[src/rtl/cavlc_pkg.sv]
// Shared parameters, FSM encoding and level helpers for the CAVLC coefficient scanner
// and its level/run store.
package cavlc_pkg;
    localparam int WIDTH     = 9;
    localparam int addrWIDTH = 4;
    localparam int DEPTH     = 16;
    localparam int TC_W      = 5;
    localparam int RUN_W     = 4;
    localparam logic [1:0] MAX_T1 = 2'd3;

    typedef enum logic [2:0] {
        ST_IDLE   = 3'd0,
        ST_READ   = 3'd1,
        ST_DRAIN  = 3'd2,
        ST_REPORT = 3'd3,
        ST_EMIT   = 3'd4
    } scan_state_e;

    // Exact match on the raw two's-complement word so -256 never aliases to +/-1.
    function automatic logic is_unit_level(input logic [WIDTH-1:0] v);
        return (v == 9'h001) || (v == 9'h1FF);
    endfunction
endpackage

[src/rtl/level_run_store.sv]
// DEPTH-entry {level, run, t1flag} register file: level/t1 and run columns have
// independent write ports, one combinational read port.
module level_run_store
    import cavlc_pkg::*;
(
    input  logic                    clk,
    input  logic                    rst_n,
    input  logic                    lvl_we_i,
    input  logic [addrWIDTH-1:0]    lvl_waddr_i,
    input  logic signed [WIDTH-1:0] lvl_wdata_i,
    input  logic                    t1_wdata_i,
    input  logic                    run_we_i,
    input  logic [addrWIDTH-1:0]    run_waddr_i,
    input  logic [RUN_W-1:0]        run_wdata_i,
    input  logic [addrWIDTH-1:0]    raddr_i,
    output logic signed [WIDTH-1:0] level_o,
    output logic [RUN_W-1:0]        run_o,
    output logic                    t1_o
);
    logic signed [WIDTH-1:0] level_q [DEPTH];
    logic [RUN_W-1:0]        run_q   [DEPTH];
    logic [DEPTH-1:0]        t1flag_q;

    // Storage update; the run column trails the level column by one entry.
    always_ff @(posedge clk or negedge rst_n) begin
        if (!rst_n) begin
            for (int i = 0; i < DEPTH; i++) begin
                level_q[i] <= 9'sd0;
                run_q[i]   <= 4'd0;
            end
            t1flag_q <= 16'd0;
        end else begin
            if (lvl_we_i) begin
                level_q[lvl_waddr_i]  <= lvl_wdata_i;
                t1flag_q[lvl_waddr_i] <= t1_wdata_i;
            end
            if (run_we_i) begin
                run_q[run_waddr_i] <= run_wdata_i;
            end
        end
    end

    assign level_o = level_q[raddr_i];
    assign run_o   = run_q[raddr_i];
    assign t1_o    = t1flag_q[raddr_i];
endmodule

[src/rtl/cavlc_coeff_scanner.sv]
// Scans a zigzag block from index 15 down to 0, derives TotalCoeff/TrailingOnes/TotalZeros,
// then streams the stored levels with their run_before over a valid/ready port.
module cavlc_coeff_scanner
    import cavlc_pkg::*;
(
    input  logic                    clk,
    input  logic                    rst,
    input  logic                    start,
    output logic                    busy,
    output logic                    rd_en,
    output logic [addrWIDTH-1:0]    rd_addr,
    input  logic signed [WIDTH-1:0] rd_data,
    output logic                    stats_valid,
    output logic [TC_W-1:0]         total_coeff,
    output logic [1:0]              trailing_ones,
    output logic [3:0]              total_zeros,
    output logic                    sym_valid,
    input  logic                    sym_ready,
    output logic signed [WIDTH-1:0] sym_level,
    output logic [RUN_W-1:0]        sym_run,
    output logic                    sym_t1,
    output logic                    sym_last
);
    scan_state_e             state_q;
    logic                    busy_q, rd_en_q, data_vld_q, stats_valid_q;
    logic [addrWIDTH-1:0]    rd_addr_q, k_q;
    logic [TC_W-1:0]         tc_q, tc_d, total_coeff_q;
    logic [1:0]              t1_q, t1_d, trailing_ones_q;
    logic [3:0]              tz_q, tz_d, total_zeros_q;
    logic [RUN_W-1:0]        zrun_q, zrun_d;
    logic                    t1_active_q, t1_active_d;
    logic                    sym_valid_q, sym_t1_q, sym_last_q;
    logic signed [WIDTH-1:0] sym_level_q;
    logic [RUN_W-1:0]        sym_run_q;

    logic                    lvl_we_s, t1_wdata_s, run_we_s, st_t1_s;
    logic [addrWIDTH-1:0]    lvl_waddr_s, run_waddr_s, st_raddr_s;
    logic signed [WIDTH-1:0] lvl_wdata_s, st_level_s;
    logic [RUN_W-1:0]        run_wdata_s, st_run_s;
    logic [TC_W-1:0]         tc_m1_s;

    assign tc_m1_s = tc_q - 5'd1;

    // Per-coefficient statistics update and store writes for the word returned by the BRAM.
    always_comb begin
        tc_d        = tc_q;
        t1_d        = t1_q;
        tz_d        = tz_q;
        zrun_d      = zrun_q;
        t1_active_d = t1_active_q;
        lvl_we_s    = 1'b0;
        lvl_waddr_s = tc_q[addrWIDTH-1:0];
        lvl_wdata_s = rd_data;
        t1_wdata_s  = 1'b0;
        run_we_s    = 1'b0;
        run_waddr_s = tc_m1_s[addrWIDTH-1:0];
        run_wdata_s = zrun_q;
        if (data_vld_q) begin
            if (rd_data != 9'sd0) begin
                lvl_we_s = 1'b1;
                run_we_s = (tc_q != 5'd0);
                zrun_d   = 4'd0;
                tc_d     = tc_q + 5'd1;
                if (t1_active_q && is_unit_level(rd_data) && (t1_q < MAX_T1)) begin
                    t1_d       = t1_q + 2'd1;
                    t1_wdata_s = 1'b1;
                end else begin
                    t1_active_d = 1'b0;
                end
            end else if (tc_q != 5'd0) begin
                zrun_d = zrun_q + 4'd1;
                tz_d   = tz_q + 4'd1;
            end else begin
                zrun_d = zrun_q;
            end
        end else if (state_q == ST_REPORT) begin
            // Zeros below the lowest nonzero become the run of the final level.
            run_we_s = (tc_q != 5'd0);
        end else begin
            run_we_s = 1'b0;
        end
    end

    // Look one symbol ahead so the sym_* outputs can be loaded as registers.
    always_comb begin
        if (state_q == ST_EMIT) begin
            st_raddr_s = k_q + 4'd1;
        end else begin
            st_raddr_s = 4'd0;
        end
    end

    level_run_store u_store (
        .clk         (clk),
        .rst_n       (rst),
        .lvl_we_i    (lvl_we_s),
        .lvl_waddr_i (lvl_waddr_s),
        .lvl_wdata_i (lvl_wdata_s),
        .t1_wdata_i  (t1_wdata_s),
        .run_we_i    (run_we_s),
        .run_waddr_i (run_waddr_s),
        .run_wdata_i (run_wdata_s),
        .raddr_i     (st_raddr_s),
        .level_o     (st_level_s),
        .run_o       (st_run_s),
        .t1_o        (st_t1_s)
    );

    // Scan/report/emit sequencer with registered outputs.
    always_ff @(posedge clk or negedge rst) begin
        if (!rst) begin
            state_q         <= ST_IDLE;
            busy_q          <= 1'b0;
            rd_en_q         <= 1'b0;
            rd_addr_q       <= 4'd0;
            data_vld_q      <= 1'b0;
            tc_q            <= 5'd0;
            t1_q            <= 2'd0;
            tz_q            <= 4'd0;
            zrun_q          <= 4'd0;
            t1_active_q     <= 1'b0;
            stats_valid_q   <= 1'b0;
            total_coeff_q   <= 5'd0;
            trailing_ones_q <= 2'd0;
            total_zeros_q   <= 4'd0;
            k_q             <= 4'd0;
            sym_valid_q     <= 1'b0;
            sym_level_q     <= 9'sd0;
            sym_run_q       <= 4'd0;
            sym_t1_q        <= 1'b0;
            sym_last_q      <= 1'b0;
        end else begin
            tc_q          <= tc_d;
            t1_q          <= t1_d;
            tz_q          <= tz_d;
            zrun_q        <= zrun_d;
            t1_active_q   <= t1_active_d;
            data_vld_q    <= rd_en_q;
            stats_valid_q <= 1'b0;
            case (state_q)
                ST_IDLE: begin
                    if (start) begin
                        state_q     <= ST_READ;
                        busy_q      <= 1'b1;
                        rd_en_q     <= 1'b1;
                        rd_addr_q   <= 4'd15;
                        tc_q        <= 5'd0;
                        t1_q        <= 2'd0;
                        tz_q        <= 4'd0;
                        zrun_q      <= 4'd0;
                        t1_active_q <= 1'b1;
                    end
                end
                ST_READ: begin
                    if (rd_addr_q == 4'd0) begin
                        state_q <= ST_DRAIN;
                        rd_en_q <= 1'b0;
                    end else begin
                        rd_addr_q <= rd_addr_q - 4'd1;
                    end
                end
                ST_DRAIN: begin
                    state_q         <= ST_REPORT;
                    stats_valid_q   <= 1'b1;
                    total_coeff_q   <= tc_d;
                    trailing_ones_q <= t1_d;
                    total_zeros_q   <= tz_d;
                end
                ST_REPORT: begin
                    if (tc_q == 5'd0) begin
                        state_q <= ST_IDLE;
                        busy_q  <= 1'b0;
                    end else begin
                        state_q     <= ST_EMIT;
                        k_q         <= 4'd0;
                        sym_valid_q <= 1'b1;
                        sym_level_q <= st_level_s;
                        // Entry 0's run is written this same cycle when it is the only level.
                        sym_run_q   <= (tc_q == 5'd1) ? zrun_q : st_run_s;
                        sym_t1_q    <= st_t1_s;
                        sym_last_q  <= (tc_q == 5'd1);
                    end
                end
                ST_EMIT: begin
                    if (sym_ready) begin
                        if (sym_last_q) begin
                            state_q     <= ST_IDLE;
                            busy_q      <= 1'b0;
                            sym_valid_q <= 1'b0;
                            sym_level_q <= 9'sd0;
                            sym_run_q   <= 4'd0;
                            sym_t1_q    <= 1'b0;
                            sym_last_q  <= 1'b0;
                        end else begin
                            k_q         <= k_q + 4'd1;
                            sym_level_q <= st_level_s;
                            sym_run_q   <= st_run_s;
                            sym_t1_q    <= st_t1_s;
                            sym_last_q  <= (({1'b0, k_q} + 5'd2) == tc_q);
                        end
                    end
                end
                default: begin
                    state_q     <= ST_IDLE;
                    busy_q      <= 1'b0;
                    rd_en_q     <= 1'b0;
                    sym_valid_q <= 1'b0;
                end
            endcase
        end
    end

    assign busy          = busy_q;
    assign rd_en         = rd_en_q;
    assign rd_addr       = rd_addr_q;
    assign stats_valid   = stats_valid_q;
    assign total_coeff   = total_coeff_q;
    assign trailing_ones = trailing_ones_q;
    assign total_zeros   = total_zeros_q;
    assign sym_valid     = sym_valid_q;
    assign sym_level     = sym_level_q;
    assign sym_run       = sym_run_q;
    assign sym_t1        = sym_t1_q;
    assign sym_last      = sym_last_q;
endmodule

[config.mk]
export PLATFORM = sky130hd
export DESIGN_NAME = cavlc_coeff_scanner
export DESIGN_NICKNAME = d
export VERILOG_FILES = /design/src/rtl/cavlc_pkg.sv /design/src/rtl/level_run_store.sv /design/src/rtl/cavlc_coeff_scanner.sv
export SDC_FILE = /design/constraint.sdc
export NUM_CORES = 1
export LEC_CHECK = 0
export BUFFER_PORTS_ARGS = -buffer_cell sky130_fd_sc_hd__buf_4
export CAP_MARGIN = 25
export CORE_AREA = 2 2 215 217
export CTS_CLUSTER_SIZE = 25
export DETAILED_ROUTE_END_ITERATION = 7
export DIE_AREA = 0 0 217 219
export GPL_ROUTABILITY_DRIVEN = 0
export GPL_TIMING_DRIVEN = 0
export SYNTH_ARGS = -nofsm -noshare
export SYNTH_HDL_FRONTEND = slang
export SYNTH_SLANG_ARGS = --single-unit
[constraint.sdc]
create_clock -name clk -period 3.63 [get_ports clk]
set_clock_uncertainty 0.05 [all_clocks]
set_input_delay 0.1815 -clock clk [delete_from_list [all_inputs] [get_ports clk]]
set_output_delay 0.1815 -clock clk [all_outputs]
set_load 0.005 [all_outputs]
* Word level (Yosys, flattened, before mapping)
Cells that the tools add are included.
Widths: inputs -> output; s select.
** Storage, ports and cells
- Register bits :: 282
- Input bits :: 13
** Cells by class
- Add/subtract/negate cells :: 8
- $lt $le $gt $ge :: 9
- Equality and inequality tests :: 16
- Multiplexer cells :: 90
- Bitwise gates (word level) :: 6
- Reductions and logical operators :: 23
** Operators with widths (count)
- $bwmux 144 :: 1
- $mux 4 :: 23
- $bwmux 64 :: 1
- $mux 9 :: 6
- $bmux 9 s4 :: 1
- $demux 9 s4 :: 1
- $mux 1 :: 28
- $pmux 4 s2 :: 3
- $mux 5 :: 4
- $pmux 9 s2 :: 1
- $bmux 4 s4 :: 1
- $bwmux 16 :: 1
- $demux 4 s4 :: 1
- $ge 5x5->1 const B :: 3
- $mux 3 :: 5
- $not 4->5 :: 3
- $pmux 3 s5 :: 1
- $ne 2x2->1 const B :: 7
- $add 4x1->4 const B :: 3
- $reduce_and 4->1 :: 3
- $lt 4x5->1 const B :: 2
- $lt 5x1->1 const B :: 2
- $mux 2 :: 5
- $eq 9x1->1 const B :: 1
- other kinds (31) :: 45

* Depth between registers and ports, before layout
Gate-level depths: netlist of the first run.
- Depth after elaboration :: 9
- Depth in mapped cells :: 9
- Gate-level depth less buffers :: 8

* Modules after synthesis
A second synthesis of the first run with hierarchy kept.
** Second synthesis, totals
- Cell total of the unflattened synthesis :: 900
- Area, all modules :: 13080.0 um^2
** Modules (own cells, without submodules)
- level_run_store :: instances 1, cells an instance 638, area each 10292.4 um^2
- cavlc_coeff_scanner :: instances 1, cells an instance 262, area each 2787.7 um^2

* Worst setup path before layout of the first run
No wires, ideal clock.
- Path kind :: register to register
- Start point :: register tc_q[0]
- End point :: register u_store.run_q[32] (netlist name)
- Setup time :: 125 ps
- Arrival time :: 2207 ps
- Slack :: 1249 ps
- Cell stages (with the launch flop) :: 8
- Clock period less this slack :: 2381 ps
- Path through :: dfrtp_1 -> inv_1 -> ha_1 -> or4b_2 -> o21ai_0 -> nor2_1 -> nand2_1 -> mux2_2
** On the way
- Longest elaborated chain between the ends :: 7
- Elaborated cells on any way between the ends :: 12
** Ends and longest elaborated chain
- start: declaration :: RTL line cavlc_coeff_scanner.sv:27 : logic [TC_W-1:0] tc_q, tc_d, total_coeff_q;
- start signal: assignment :: RTL line cavlc_coeff_scanner.sv:133 : tc_q <= tc_d;
- $sub 4x1->4 :: RTL line cavlc_coeff_scanner.sv:42 : assign tc_m1_s = tc_q - 5'd1;
- $not 4->5 (implied by the code) :: RTL line level_run_store.sv:38 : run_q[run_waddr_i] <= run_wdata_i;
- $ge 5x5->1 (implied by the code) or $lt 5x1->1 (tied branches) :: RTL line level_run_store.sv:38
- $logic_and 1x1->1 (implied by the code) :: RTL line level_run_store.sv:38
- $mux 4 (implied by the code) :: RTL line level_run_store.sv:38
- $demux 4 s4 :: RTL line level_run_store.sv:38
- $bwmux 64 :: RTL line level_run_store.sv:38
- end signal: indexed assignment :: RTL line level_run_store.sv:38
- end: declaration :: RTL line level_run_store.sv:21 : logic [RUN_W-1:0] run_q [DEPTH];
Several ways; a longest one is shown, not always the timed one.
A chain may end at the register's enable or synchronous reset.

* Worst setup path after layout of the first run
- Start point :: register tc_q[1]
- End point :: register sym_level_q[1] (netlist: sym_level[1])
** On the way
- Longest elaborated chain between the ends :: 3
** Ends and longest elaborated chain
- $logic_not 5->1 :: RTL line cavlc_coeff_scanner.sv:170 : if (tc_q == 5'd0) begin
- $ne 2x2->1 (no source line)
- $reduce_and 3->1 (no source line)
- end signal: assignment :: RTL line cavlc_coeff_scanner.sv:177 : sym_level_q <= st_level_s;
- end signal: assignment :: RTL line cavlc_coeff_scanner.sv:196 : sym_level_q <= st_level_s;
- end: declaration :: RTL line cavlc_coeff_scanner.sv:33 : logic signed [WIDTH-1:0] sym_level_q;
No other way between the ends.

==> impl_metrics.yaml, run 1 <==
clock_network:
  tritoncts: "built"
  clock-sinks: 282
  clkTransAtPathRegs_ns: 0.06
  cts_setup_buffers: 0
  cts_resized: 0
  cts_buffers: 31
  cts-htree-levels: 1
  hold_buffers: 11
  cts-root-buf: "clkbuf_16"
  clockBufferDepth: 3
  clock_latency_ns: 0.57
timing:
  fmax_mhz: 298
  hold_viol: 0
  final-setup-viol-count: 0
  slew_headroom: 0.277
  whs_ns: 0.0783
  drv_slew: 0
  grt_setup_unrepaired: "no"
  timing.final.crit_share: 0.925
  fin_crit_ns: 3.36
  worst_pin_slew_ns: 1.08
final_layout:
  diodes: 0
  syn2layout_area_growth_pct: 17.1
  utilization: 0.349
  multi_input_area_um2: 6010
  drive_gt1_frac: 0.324
  fill_cells: 4498
  fin_nets: 1228
  register_area_um2: 7060
logic_synthesis:
  synth_area_leaders: "dfrtp_1, mux2_2, mux2i_1"
  yosysTopAreaCell: "dfrtp_1"
  synthFlopType: "dfrtp_1"
  synthesis.area_um2: 13400
  postSynthCellCount: 1110
  ys_seq_elements: 282
  synth.distinct_cells: 67
  synth.net_count: 1134
  postSynthAreaPerCell_um2: 12.1
  yosysSeqAreaShare: 0.526
  yosysTopAreaCellShare: 0.526
  synth_edf_count: 0
  yosysWarnings: 0
  async_flop_share: 1.00
floorplanning:
  io_pins: 47
  die_y_um: 219
  dieArea_um2: 47500
  placementRows: 78
  coreArea_um2: 45100
  start_util: 0.298
  die_w_um: 217
worst_setup_path:
  startpoint_type: "register"
  ff2ff_path_depth: 9
  cp_data_arrival_time_ns: 3.74
  r2r-end: "sym_level[1]"
  critPathCaptureType: "register"
  r2r-start: "tc_q[1]"
  crit_path_max_fanout: 9
  required_ns: 4.01
  worstSetupPathType: "register to register"
  reg2reg_slack_ns: 0.27
route:
  drt_pass1_iterations: 5
  num_vias: 9476
  final_antenna_net_count: 0
  wl_per_cell_um: 21.3
  drcViolationCount: 0
  routed_wl_mm: 39.0
  vias_per_cell: 5.19
  drt_iter0_drc: 643
run_status:
  status: "completed"
power:
  peakVddDrop_v: 0.000263
  p_per_area_nw_per_um2: 772
  finalPower_uw: 12100
  p_leak_uw: 0.00669
worst_hold_path:
  min_to: "run_wdata_s[0]"
  holdPathStages: 4
  worstHoldPathType: "primary input to register"
  hp-start: "rd_data[0]"
grt:
  grt_pass1_vias: 9635
  antenna_found_initial: 0
  grt.overflow.total: 0
  grt_max_degree: 115
  track_usage: 0.165
  grt_pass1_wl_mm: 60.0
place:
  dp_hpwl_mm: 26.5
  port_buffers: 46
job:
  maxCapViolCount: 0
[cell type report]
cell class,instances,area share
Buffer,74,0.0202
Clock buffer,42,0.0558
Clock inverter,14,0.00859
Inverter,12,0.00286
Multi-Input combinational cell,742,0.382
Sequential cell,282,0.449
Tap cell,600,0.0477
Timing Repair Buffer,61,0.0341
[state kept, by name, indices dropped and copies added, names as in the netlist, 4 cells and up]
name / cells
total_coeff: 5
u_store.run_q: 64
sym_run: 4
k_q: 4
run_wdata_s: 4
sym_level: 9
u_store.level_q: 144
tz_q: 4
total_zeros: 4
u_store.t1flag_q: 16
tc_q: 5
rd_addr: 4
[how the worst max path moves through the flow]
stage	startpoint	end	slack [ns]	cells past startpoint
after global placement	rst	u_store.level_q[93]	-0.11	1
final	tc_q[1]	sym_level[1]	0.27	9
after global routing	tc_q[0]	sym_level[3]	0.01	9
after CTS	tc_q[1]	sym_level[1]	0.25	9
after detailed placement	tc_q[1]	sym_level[5]	0.27	9
after floorplan	tc_q[0]	u_store.run_q[32]	1.25	7
[per-layer routing]
layer,wire (um),vias to the layer above,GRT usage
met4,1180,0,0.0539
li1,-,4240,-
met5,0,-,0
met2,18200,238,0.268
met1,17800,4926,0.228
met3,1750,72,0.0226
[where the power goes]
part | switching (uW) | total [uW] | internal, uW
clock network | 1320 | 3150 | 1830
logic | 2340 | 4200 | 1870
registers | 602 | 4780 | 4180
total | 4260 | 12100 | 7870
[critical path, stage by stage, from the launching register on]
cell and delay (ns):
dfrtp_1 0.46, inv_1 0.16, ha_1 0.39, nor4b_2 0.53
a2bb2oi_2 0.42, or2_0 0.16, clkbuf_1 0.41, nor2_1 0.22
a221oi_1 0.28, o21ai_0 0.13
[through the flow]
step | setup TNS [ns] | area, um2 | cells | setup slack (ns)
6_report | 0 | 15700 | 1827 | 0.272
5_1_grt | 0 | 15700 | 1827 | 0.0137
4_1_cts | 0 | 15700 | 1827 | 0.246
3_5_place_dp | 0 | 14600 | 1760 | 0.274
3_3_place_gp | -22.64 | 14500 | 1756 | -0.113
2_1_floorplan | 0 | 13400 | 1110 | 1.25
[synth_stat cells, types with 2 or more instances]
cell and count:
mux2i_1 29, nor4_2 2, o22ai_1 15, a31oi_1 3
nand2b_1 7, a211oi_1 20, buf_2 13, or3_1 32
a2bb2oi_1 4, buf_1 5, a21oi_1 48, nor2_1 56
ha_1 11, inv_1 12, o21ai_0 43, mux2_2 244
a221oi_1 10, mux4_2 3, buf_4 4, nand2_1 58
nand3b_1 2, and3_1 4, a21o_1 3, and2_1 4
o311ai_0 4, o21ai_1 5, nor3_4 3, dfrtp_1 282
nor3_1 9, o211ai_1 28, and2_0 2, nand4_1 7
nor2b_1 12, a32oi_1 4, nor2_2 11, a22oi_1 2
nand3_1 8, clkbuf_1 50, nor3_2 2, o221ai_1 6
xnor2_1 10, xor2_1 8
[logic make-up after synthesis]
| logic type | Yosys count | share of synthesized area |
|---|---|---|
| simple gates | 229 | 0.0919 |
| fa+ha+maj | 11 | 0.0103 |
| compound gates | 208 | 0.102 |
| xor+xnor | 18 | 0.0117 |
| flops | 282 | 0.526 |
| mux | 276 | 0.231 |
| buf+inv | 86 | 0.0270 |
[cells in the final DEF (no fill, tap or decap), types with 8 or more instances in the layout]
| cell | instances |
|---|---|
| dlygate4sd3_1 | 11 |
| xnor2_1 | 10 |
| clkbuf_1 | 55 |
| a221oi_1 | 10 |
| nor2_2 | 11 |
| o22ai_1 | 15 |
| nor3_1 | 9 |
| or3_1 | 32 |
| buf_2 | 13 |
| a211oi_1 | 20 |
| nand3_1 | 8 |
| clkbuf_16 | 31 |
| mux2i_1 | 29 |
| inv_1 | 12 |
| a21oi_1 | 48 |
| xor2_1 | 8 |
| o21ai_0 | 43 |
| buf_4 | 50 |
| ha_1 | 11 |
| nor2_1 | 56 |
| nand2_1 | 58 |
| o211ai_1 | 28 |
| mux2_2 | 244 |
| dfrtp_1 | 282 |
| nor2b_1 | 12 |
(Power assumes the default switching activity.)
==> run 2, diff against run 1 <==
==> constraint.sdc (replaced) <==
create_clock -name clk -period 3.63 [get_ports clk]
set_clock_uncertainty 0.05 [all_clocks]
set_input_delay 0.726 -clock clk [delete_from_list [all_inputs] [get_ports clk]]
set_output_delay 0.726 -clock clk [all_outputs]
set_load 0.005 [all_outputs]
==> impl_metrics.yaml, run 2 (synthesis results as in run 1) <==
clock_network:
  cts_setup_buffers: 0
  tritoncts: "built"
  clock_latency_ns: 0.57
  cts-root-buf: "clkbuf_16"
  cts_resized: 0
  hold_buffers: 0
  clkTransAtPathRegs_ns: 0.06
  clock-sinks: 282
  clockBufferDepth: 3
  cts_buffers: 31
  cts-htree-levels: 1
grt:
  grt_pass1_wl_mm: 59.9
  track_usage: 0.165
  grt_max_degree: 115
  grt.overflow.total: 0
  antenna_found_initial: 0
  grt_pass1_vias: 9588
floorplanning:
  die_w_um: 217
  start_util: 0.298
  coreArea_um2: 45100
  die_y_um: 219
  placementRows: 78
  dieArea_um2: 47500
  io_pins: 47
route:
  routed_wl_mm: 39.0
  drt_iter0_drc: 619
  final_antenna_net_count: 0
  drt_pass1_iterations: 5
  vias_per_cell: 5.22
  dr_wl_met3_mm: 2.12
  dr.max_layer_used: "met4"
  drcViolationCount: 0
  wl_per_cell_um: 21.5
  wl_met2_mm: 18.1
  met1Wirelength_mm: 17.4
  num_vias: 9474
final_layout:
  drive_gt1_frac: 0.326
  final_common_cell: "dfrtp_1"
  stdcell_count: 1816
  layout_common_cells: "dfrtp_1, mux2_2, nand2_1"
  diodes: 0
  syn2layout_area_growth_pct: 16.3
  fill_cells: 4502
  largestRegisters: "u_store.level_q: 144 flops, u_store.run_q: 64 flops, u_store.t1flag_q: 16 flops"
  top_register: "u_store.level_q"
  utilization: 0.346
  largest_register_ffs: 144
  fin_nets: 1217
timing:
  final-setup-viol-count: 0
  layout_setup_ws_ns: 0.239
  worst_pin_slew_ns: 1.10
  slew_headroom: 0.267
  grt_setup_unrepaired: "no"
  fin_crit_ns: 3.39
  hold_viol: 0
  timing.final.crit_share: 0.934
  fmax_mhz: 295
  drv_slew: 0
place:
  dp_hpwl_mm: 26.5
  post-place-ws_ns: 0.274
  place_inst: 1760
  port_buffers: 46
power:
  switching_share: 0.351
  p_seq_frac: 0.394
  p_clk_frac: 0.260
  p_per_area_nw_per_um2: 776
  intPower_uw: 7870
  peakVddDrop_v: 0.000265
  p_leak_uw: 0.00665
  finalPower_uw: 12100
  combPwrFrac: 0.346
  power_switching_uw: 4260
worst_setup_path:
  required_ns: 4.01
  crit_path_max_fanout: 9
  cp_data_arrival_time_ns: 3.77
  worstSetupPathType: "register to register"
  critPathCaptureType: "register"
  startpoint_type: "register"
worst_hold_path:
  worstHoldPathType: "primary input to asynchronous set/reset pin"
job:
  maxCapViolCount: 0
run_status:
  status: "completed"
## run 2: changes by cell type in the layout (fill, tap and decap cells not counted), sizes merged
cell / before / now
dlygate4sd3: 11 / 0
## run 2: worst paths after layout
kind / start / to / slack [ns] / cells past startpoint
max in group asynchronous: rst / u_store.level_q[30] / 1.99 / 3
hold / removal: rst / total_coeff[4] / 0.12 / 1
min in group clk: rd_en / data_vld_q / 0.39 / 0
setup reg to reg: tc_q[1] / sym_level[1] / 0.24 / 9
setup / recovery: tc_q[1] / sym_level[1] / 0.24 / 9
hold reg to reg: rd_en / data_vld_q / 0.39 / 0
## run 2: critical path: stages (launching register included)
cell,delay [ns]
dfrtp_1,0.46
inv_1,0.16
ha_1,0.39
nor4b_2,0.54
a2bb2oi_2,0.42
or2_0,0.17
clkbuf_1,0.42
nor2_1,0.22
a221oi_1,0.28
o21ai_0,0.14
## run 2: area by class of cell
| class | count | area [um2] | share of cell area |
|---|---|---|---|
| Buffer | 74 | 318 | 0.0204 |
| Clock buffer | 42 | 877 | 0.0562 |
| Clock inverter | 14 | 135 | 0.00865 |
| Inverter | 12 | 45.0 | 0.00288 |
| Multi-Input combinational cell | 742 | 6010 | 0.385 |
| Sequential cell | 282 | 7060 | 0.452 |
| Tap cell | 600 | 751 | 0.0481 |
| Timing Repair Buffer | 50 | 427 | 0.0273 |
## run 2: routing by layer
| layer | track usage | vias up |
|---|---|---|
| met5 | 0 | - |
| li1 | - | 4210 |
| met1 | 0.227 | 4897 |
| met4 | 0.0539 | 0 |
| met2 | 0.267 | 284 |
| met3 | 0.0234 | 83 |
## run 2: metrics by stage
step	setup TNS, ns	cell area (um2)	hold slack [ns]
2_1_floorplan	0	13400	0.360
3_3_place_gp	-176.19	14500	0.385
3_5_place_dp	0	14600	0.377
4_1_cts	0	15600	0.141
5_1_grt	0	15600	0.175
6_report	0	15600	0.122
## run 2: power by group through the flow
stage	logic [uW]	clock network [uW]	registers, uW
5_1_grt	4550	3340	4910
4_1_cts	4200	3190	4780
6_report	4200	3150	4780
3_5_place_dp	4190	0	4830
2_1_floorplan	2800	0	4650
3_3_place_gp	4090	0	4780
